### src/rtl/mult32x32_req_seq.sv
// Request sequencer for an external 32x32 multiplier FSM.
// Launches one operation at a time and buffers the 64-bit result.
module mult32x32_req_seq #(
  parameter int CNT_W    = 16,
  parameter int WDOG_MAX = 15
) (
  input  logic             clk,
  input  logic             reset,
  input  logic             in_valid,
  output logic             in_ready,
  input  logic [31:0]      in_a,
  input  logic [31:0]      in_b,
  output logic             mul_start,
  input  logic             mul_busy,
  output logic [31:0]      mul_a,
  output logic [31:0]      mul_b,
  input  logic [63:0]      mul_product,
  output logic             out_valid,
  input  logic             out_ready,
  output logic [63:0]      out_product,
  output logic [CNT_W-1:0] op_count,
  output logic             proto_err
);

  localparam int WD_W = $clog2(WDOG_MAX + 1);
  localparam logic [WD_W-1:0] WD_LIM = WD_W'(WDOG_MAX);

  typedef enum logic [1:0] {
    IDLE,
    LAUNCH,
    WAIT_ACK,
    WAIT_DONE
  } state_t;

  state_t          state;
  state_t          state_nxt;
  logic [WD_W-1:0] wdog;
  logic [WD_W-1:0] wdog_nxt;
  logic            accept;
  logic            capture;
  logic            drain;
  logic            wd_inc;
  logic            wd_hit;

  assign in_ready  = (state == IDLE);
  assign mul_start = (state == LAUNCH);
  assign accept    = in_valid && in_ready;
  assign drain     = out_valid && out_ready;

  always_comb begin
    state_nxt = state;
    wdog_nxt  = wdog;
    capture   = 1'b0;
    wd_inc    = 1'b0;
    wd_hit    = 1'b0;
    unique case (state)
      IDLE: begin
        if (in_valid) state_nxt = LAUNCH;
      end
      LAUNCH: begin
        wdog_nxt  = '0;
        state_nxt = WAIT_ACK;
      end
      WAIT_ACK: begin
        wd_inc = 1'b1;
        if (mul_busy) state_nxt = WAIT_DONE;
      end
      WAIT_DONE: begin
        if (!mul_busy && (!out_valid || out_ready)) begin
          capture   = 1'b1;
          state_nxt = IDLE;
        end else if (mul_busy) begin
          wd_inc = 1'b1;
        end
      end
      default: state_nxt = IDLE;
    endcase
    // Backpressure stalls with an idle multiplier do not age the watchdog
    if (wd_inc) begin
      wdog_nxt = wdog + 1'b1;
      if (wdog_nxt == WD_LIM) begin
        wd_hit    = 1'b1;
        state_nxt = IDLE;
      end
    end
  end

  always_ff @(posedge clk) begin
    if (reset) begin
      state       <= IDLE;
      wdog        <= '0;
      mul_a       <= '0;
      mul_b       <= '0;
      out_valid   <= 1'b0;
      out_product <= '0;
      op_count    <= '0;
      proto_err   <= 1'b0;
    end else begin
      state <= state_nxt;
      wdog  <= wdog_nxt;
      if (accept) begin
        mul_a <= in_a;
        mul_b <= in_b;
      end
      if (capture) begin
        out_valid   <= 1'b1;
        out_product <= mul_product;
      end else if (drain) begin
        out_valid <= 1'b0;
      end
      if (drain) op_count <= op_count + 1'b1;
      if (wd_hit) proto_err <= 1'b1;
    end
  end

endmodule

### config.mk
export PLATFORM = sky130hd
export DESIGN_NAME = mult32x32_req_seq
export DESIGN_NICKNAME = d
export VERILOG_FILES = /design/src/rtl/mult32x32_req_seq.sv
export SDC_FILE = /design/constraint.sdc
export NUM_CORES = 1
export LEC_CHECK = 0
export BUFFER_PORTS_ARGS = -buffer_cell sky130_fd_sc_hd__buf_2
export CAP_MARGIN = 5
export CORE_UTILIZATION = 36
export CTS_CLUSTER_DIAMETER = 100
export CTS_CLUSTER_SIZE = 16
export DETAILED_ROUTE_END_ITERATION = 10
export HOLD_SLACK_MARGIN = 0.1
export PLACE_DENSITY = 0.66
export SYNTH_ARGS = -nofsm -noshare
export SYNTH_HDL_FRONTEND = slang
export SYNTH_SLANG_ARGS = --single-unit
### constraint.sdc
create_clock -name clk -period 1.64 [get_ports clk]
set_input_delay 0.328 -clock clk [delete_from_list [all_inputs] [get_ports clk]]
set_output_delay 0.328 -clock clk [all_outputs]
set_load 0.01 [all_outputs]
* After elaboration in Yosys (flattened, before gate mapping)
Index checks and enable logic that the tools add are counted.
Storage, ports and cells: bits in registers 152, bits of input ports 133, output and inout bits 148, logic and storage cells 40
Operators by class: $add $sub $neg 2, equal/unequal tests 4, multiplexer cells 17, reduce and logical (&&, ||, !) cells 9
Operator list (number):
- adder 16 x 1 -> 16 bit (second input constant) | 1
- two-way mux 2 bit | 5
- two-way mux 1 bit | 8
- two-way mux 4 bit | 2
- one-hot mux 2 bit (4 select lines) | 1
- adder 4 x 1 -> 4 bit (second input constant) | 1
- equality test 2 bit (second input constant) | 2
- equality test 4 bit (second input constant) | 1
- nonzero test 2 bit | 2
- logical AND 1 bit | 3
- equality test 2 x 1 -> 1 bit (second input constant) | 1
- zero test 1 bit | 2
- zero test 2 bit | 1
- one-hot mux 1 bit (2 select lines) | 1
- logical OR 1 bit | 1

* Longest topological paths before layout
Gate-level depths: netlist (run 1).
depth after elaboration 7, mapped depth 7, mapped depth without buffers 5

* Worst setup path after synthesis (run 1)
No wires, ideal clock.
path type reg2reg, start point register op_count[7], end point register op_count[15], library setup time 0.070 ns, arrival time 1.409 ns, data required time 1.570 ns, slack 0.160 ns, stages on the path, launching flop included 5, cell sequence dfxtp_1 > and4_4 > nand4_4 > or4_1 > a21oi_1
On the way: word-level cells in the longest chain between the ends 1
RTL lines:
- from (decl) | line 21 | output logic [CNT_W-1:0] op_count,
- from (signal assigned) | line 111 | if (drain) op_count <= op_count + 1'b1;
- adder 16 x 1 -> 16 bit | line 111
Every way passes these cells. A chain may end at the register's enable or synchronous reset.

* Final worst setup path (run 1)
start point register state[0], end point output port mul_start
On the way: word-level cells in the longest chain between the ends 1
RTL lines:
- from (decl) | line 35 | state_t state;
- from (signal assigned) | line 99 | state <= state_nxt;
- equality test 2 x 1 -> 1 bit | line 46 | assign mul_start = (state == LAUNCH);
- to (decl) | line 13 | output logic mul_start,
Every way passes these cells.

==> impl_metrics.py, run 1 <==
metrics = {
    "run_status": {
        "status": "finished with violations",
        "violations": "DRC",
    },
    "worst_setup_path": {
        "timing.setup.critical_path_class": "flop to primary output",
        "r2r_cells": 4,
        "path_buf_inv": 1,
        "rrSetupSlack_ps": 140,
        "cpMaxStageDelayCell": "dfxtp_1",
        "crit_required_ps": 1310,
        "crit_path_start_kind": "flop",
        "critical_path.max_stage_delay_ps": 440,
        "reg2reg_from": "op_count[5]",
        "cp_max_fo": 6,
        "cp-end-kind": "primary output",
        "reg2reg_to": "op_count[15]",
        "path_cells": "nor2b_1 -> buf_2",
        "worstPathArrival_ps": 1200,
        "crit_family": "flip-flops",
    },
    "hold_path": {
        "holdPathStages": 3,
        "hp-class": "primary input to flop",
        "hold_path_startpoint": "mul_product[27]",
        "holdPathEnd": "out_product[27]",
    },
    "timing": {
        "period_needed_ps": 1520,
        "hold_violations": 0,
        "worst_slack_ps": 116,
        "setup_violations": 0,
        "worstMarginPinSlew_ps": 377,
        "worst_clock_skew_ps": 8.32,
        "fin_crit_sh_pct": 92.9,
        "fmax_mhz": 656,
        "maxSlewViolCount": 0,
        "tns_ps": 0,
        "slew_headroom_pct": 74.7,
        "hold_ws_ps": 147,
        "rsz0062_at_grt": "false",
    },
    "route": {
        "drtIter0Drc": 312,
        "ant_nets": 0,
        "wl_um": 15000,
        "wire_per_inst_um": 13.0,
        "drtPass1Iterations": 8,
        "drc": 11,
        "num_vias": 5357,
        "via_per_inst": 4.65,
    },
    "synth": {
        "synth_flop_cell": "dfxtp_1",
        "netlist-cell-type-count": 41,
        "syn_area_per_cell_um2": 8.03,
        "ys_seq_area_share_pct": 55.5,
        "syn-cell-area_mm2": 0.00549,
        "synthCells": 683,
        "synthesis.nets": 819,
        "yosysWarnings": 0,
        "synth_edf_count": 0,
        "synth_seq_cells": 152,
        "synthArstFlopShare_pct": 0,
    },
    "job": {
        "cap_violations": 0,
    },
    "cells_and_area": {
        "drive_above_1_share_pct": 35.1,
        "area_growth_pct": 41.8,
        "diodes": 0,
        "fill_cells": 1475,
        "fin_nets": 1092,
    },
    "clock_network": {
        "clkLatencyLatePin_ps": 410,
        "clkTransAtPathRegs_ps": 60,
        "hold_buffers": 0,
        "cts_inserted_buffers": 17,
        "cts-root-buf": "clkbuf_16",
        "clk_path_buf_depth": 2,
        "cts_sinks": 152,
        "h-tree-depth": 4,
        "cts_tree": "yes",
    },
    "floorplanning": {
        "fp.dieW_um": 125,
        "fp.coreArea_mm2": 0.0147,
        "die_h_um": 125,
        "rows": 44,
        "dieArea_mm2": 0.0157,
        "io_pins": 281,
        "floorplan.initialDensity_pct": 37.3,
    },
    "power": {
        "power_density_mw_per_mm2": 1110,
        "p_leak_nw": 3.57,
        "p_total_mw": 8.67,
        "ir_worst_vdd_mv": 0.712,
    },
    "global_route": {
        "grt_max_degree": 65,
        "grt_pass1_vias": 4957,
        "grt-ovfl-total": 0,
        "antenna_found_initial": 0,
        "track_usage_pct": 19.2,
        "grt_pass1_wl_um": 24100,
    },
    "placed_design": {
        "gp_congestion": 0.761,
        "io_buffers": 280,
        "hpwl_um": 10500,
        "place_ws_ps": 134,
    },
}
[worst min-delay path, stage by stage]
cell and delay, ps:
buf_2 90, nand2_1 40, a21oi_1 50
[worst max-delay path by stage]
| stage | start | endpoint | slack, ps | depth (start not counted) |
|---|---|---|---|---|
| floorplan | op_count[7] | op_count[15] | 160 | 4 |
| finish | state[0] | mul_start | 120 | 2 |
| detailed placement | out_ready | op_count[15] | 130 | 5 |
| CTS | state[1] | mul_start | 40 | 2 |
| global route | state[0] | mul_start | 10 | 2 |
| global placement | out_ready | op_count[15] | 160 | 5 |
[routing by layer]
metal	track usage (%)	part of all wire [%]	vias to the layer above
met5	0	0	-
met4	7.75	1.8	0
met3	6.03	5.6	18
met2	32.4	50	161
met1	22.6	42	2409
li1	-	-	2769
[Yosys cell counts, types with 2 or more instances]
cell type | number | area [um2]
o21ai_0 | 4 | 20.0
xor2_1 | 12 | 105
and2_1 | 2 | 12.5
nand2b_1 | 2 | 12.5
nand3_1 | 7 | 35.0
inv_1 | 3 | 11.3
ha_1 | 3 | 37.5
or3_1 | 3 | 18.8
nor2_1 | 13 | 48.8
a21oi_1 | 138 | 691
clkbuf_1 | 31 | 116
nand4_1 | 4 | 25.0
nor2b_1 | 2 | 12.5
nand2_1 | 266 | 998
and4_1 | 2 | 17.5
nor3_1 | 2 | 10.0
buf_2 | 14 | 70.1
dfxtp_1 | 152 | 3040
[layout by cell type, fill, tap and decap left out, types with 3 or more instances in the layout]
| cell | synthesis | routed |
|---|---|---|
| bufinv_16 | 0 | 3 |
| nand4_1 | 4 | 4 |
| clkbuf_1 | 31 | 3 |
| dfxtp_1 | 152 | 151 |
| buf_4 | 0 | 14 |
| nand3_1 | 7 | 6 |
| clkbuf_16 | 0 | 17 |
| nand2_1 | 266 | 265 |
| or3_1 | 3 | 3 |
| buf_2 | 14 | 279 |
| o21ai_0 | 4 | 4 |
| ha_1 | 3 | 3 |
| clkbuf_8 | 0 | 3 |
| a21oi_1 | 138 | 138 |
| buf_12 | 0 | 7 |
| inv_1 | 3 | 3 |
| nor2_1 | 13 | 12 |
| xor2_1 | 12 | 12 |
[power breakdown]
group	leakage, nW	switching [mW]	internal (mW)
Sequential	1.24	0.0725	3.83
Combinational	2.05	0.459	0.353
Clock	0.285	1.46	2.50
[through the flow]
stage / cell area (um2) / utilization, % / instances
after global placement: 7180 / 48.8 / 1121
final: 7780 / 52.9 / 1151
after detailed placement: 7180 / 48.8 / 1121
after floorplan: 5490 / - / 683
after global routing: 7780 / 52.9 / 1151
after CTS: 7780 / 52.9 / 1151
[layout make-up]
class | instances | area, um2 | share of cell area, %
Multi-Input combinational cell | 482 | 2250 | 29.0
Tap cell | 184 | 230 | 2.96
Clock inverter | 7 | 119 | 1.53
Inverter | 3 | 11.3 | 0.145
Timing Repair Buffer | 300 | 1640 | 21.1
Sequential cell | 152 | 3040 | 39.1
Clock buffer | 23 | 478 | 6.14
[sequential cells by signal, summed over array words and instances, names as in the netlist]
name         flops
out_product     64
mul_a           32
mul_b           32
op_count        16
wdog             4
state            2
out_valid        1
proto_err        1
[timing repair]
item,CTS,global route
setup endpoints to repair,1,3
pin swaps,0,0
setup buffers,0,0
resized for setup,1,1
[kinds of logic (layout without fill, tap and decap cells)]
group | Yosys count | count (layout) | share of synthesized area (%)
buffers and inverters | 49 | 333 | 3.81
xor gates and xnor gates | 13 | 13 | 2.08
adders and majority gates | 3 | 3 | 0.684
AOI/OAI and AO/OA | 150 | 150 | 14.1
and+or+nand+nor | 316 | 316 | 23.9
DFF | 152 | 152 | 55.5
Note: power is estimated with default switching activity, not from simulation.
==> run 2: changes to the inputs <==
Settings changed: CORE_UTILIZATION 36 to 45, PLACE_DENSITY 0.66 to 0.79.
==> impl_metrics.py, run 2 (synthesis results as in run 1) <==
metrics = {
    "run_status": {
        "status": "finished clean",
    },
    "timing": {
        "period_needed_ps": 1550,
        "fmax_mhz": 644,
        "rsz0062_at_grt": "false",
        "worstMarginPinSlew_ps": 380,
        "maxSlewViolCount": 0,
        "worst_clock_skew_ps": 7.05,
        "tns_ps": 0,
        "setup_violations": 0,
        "slew_headroom_pct": 74.5,
        "hold_violations": 0,
        "fin_crit_sh_pct": 94.7,
    },
    "cells_and_area": {
        "instances_no_fill": 1108,
        "diodes": 0,
        "regArea_mm2": 0.00304,
        "area_growth_pct": 41.0,
        "multi_input_area_mm2": 0.00225,
        "biggestRegsByFlops": "out_product x64, mul_a x32, mul_b x32",
        "regMostFlops": "out_product",
        "largest_reg_flops": 64,
        "drive_above_1_share_pct": 35.0,
        "final_cell_mix": "buf_2 (279), nand2_1 (265), dfxtp_1 (151), a21oi_1 (138), clkbuf_16 (17)",
        "fill_cells": 1009,
        "final_common_cell": "buf_2",
        "fin_nets": 1089,
    },
    "job": {
        "cap_violations": 0,
    },
    "global_route": {
        "grt_max_degree": 66,
        "track_usage_pct": 23.9,
        "grt_pass1_wl_um": 24200,
        "grt_pass1_vias": 5188,
        "grt-ovfl-total": 0,
        "antenna_found_initial": 1,
    },
    "route": {
        "ant_nets": 0,
        "drc": 0,
        "num_vias": 5410,
        "wl_um": 14700,
        "via_per_inst": 4.88,
        "wire_per_inst_um": 13.3,
        "drtPass1Iterations": 4,
        "drtIter0Drc": 331,
    },
    "clock_network": {
        "cts_sinks": 152,
        "cts_setup_buffers": 0,
        "cts-root-buf": "clkbuf_16",
        "clk_path_buf_depth": 2,
        "cts_tree": "yes",
        "h-tree-depth": 4,
        "cts_inserted_buffers": 17,
        "clkLatencyLatePin_ps": 420,
        "clkTransAtPathRegs_ps": 60,
    },
    "power": {
        "p_leak_nw": 3.57,
        "power_density_mw_per_mm2": 1140,
        "ir_worst_vdd_mv": 0.768,
        "p_total_mw": 8.83,
    },
    "floorplanning": {
        "fp.dieW_um": 112,
        "dieArea_mm2": 0.0126,
        "rows": 39,
        "floorplan.initialDensity_pct": 47.0,
        "die_h_um": 112,
        "io_pins": 281,
        "fp.coreArea_mm2": 0.0117,
    },
    "worst_setup_path": {
        "crit_path_start_kind": "flop",
        "path_cells": "and4_4 -> nand4_4 -> or4_1 -> a21oi_1",
        "crit_required_ps": 1980,
        "cp_max_fo": 4,
        "timing.setup.critical_path_class": "flop to flop",
        "worstPathArrival_ps": 1890,
        "critical_path.max_stage_delay_ps": 500,
        "cp-end-kind": "flop",
        "cpMaxStageDelayCell": "or4_1",
    },
    "placed_design": {
        "dp_cells": 1077,
        "gp_congestion": 0.819,
        "hpwl_um": 10000,
        "io_buffers": 280,
    },
    "hold_path": {
        "hp-class": "primary input to flop",
    },
}
run 2: cell type report:
class / count / area share (%)
Sequential cell: 152 / 39.4
Multi-Input combinational cell: 482 / 29.1
Timing Repair Buffer: 297 / 20.9
Clock buffer: 23 / 6.31
Tap cell: 143 / 2.31
Clock inverter: 8 / 1.84
Inverter: 3 / 0.146
run 2: worst paths after layout:
path | start | end | slack (ps) | cells past startpoint
max | op_count[9] | op_count[15] | 90 | 4
min | in_a[30] | mul_a[30] | 140 | 3
max reg2reg | op_count[9] | op_count[15] | 90 | 4
min reg2reg | mul_b[30] | mul_b[30] | 450 | 2
run 2: where the power goes:
group / switching (mW) / internal, mW
registers: 0.0669 / 3.83
clock network: 1.43 / 2.69
logic: 0.458 / 0.353
run 2: layer usage:
| layer | vias up | track usage, % | wire length [um] |
|---|---|---|---|
| met2 | 185 | 41.9 | 7300 |
| met5 | - | 0 | 0 |
| met1 | 2428 | 26.3 | 6020 |
| li1 | 2761 | - | - |
| met3 | 36 | 8.21 | 999 |
| met4 | 0 | 10.3 | 371 |
run 2: through the flow:
stage          instance area [um2]  setup WS, ps  utilization [%]  hold slack [ps]
4_1_cts                       7730          70.1             66.3              131
3_5_place_dp                  7100           167             60.9              443
6_report                      7730          86.4             66.3              142
5_1_grt                       7730          12.8             66.3              128
3_3_place_gp                  7100           202             60.9              438
2_1_floorplan                 5490           160                -              464
run 2: repair_timing:
item	CTS	global route
hold buffers	0	0
endpoints found under the setup margin	0	1
resized for setup	0	1
run 2: critical path, delay by kind of cell (launching register included):
| family | cells | cell delay [ps] |
|---|---|---|
| AOI/OAI and AO/OA | 1 | 180 |
| DFF | 1 | 380 |
| and+or+nand+nor | 3 | 920 |
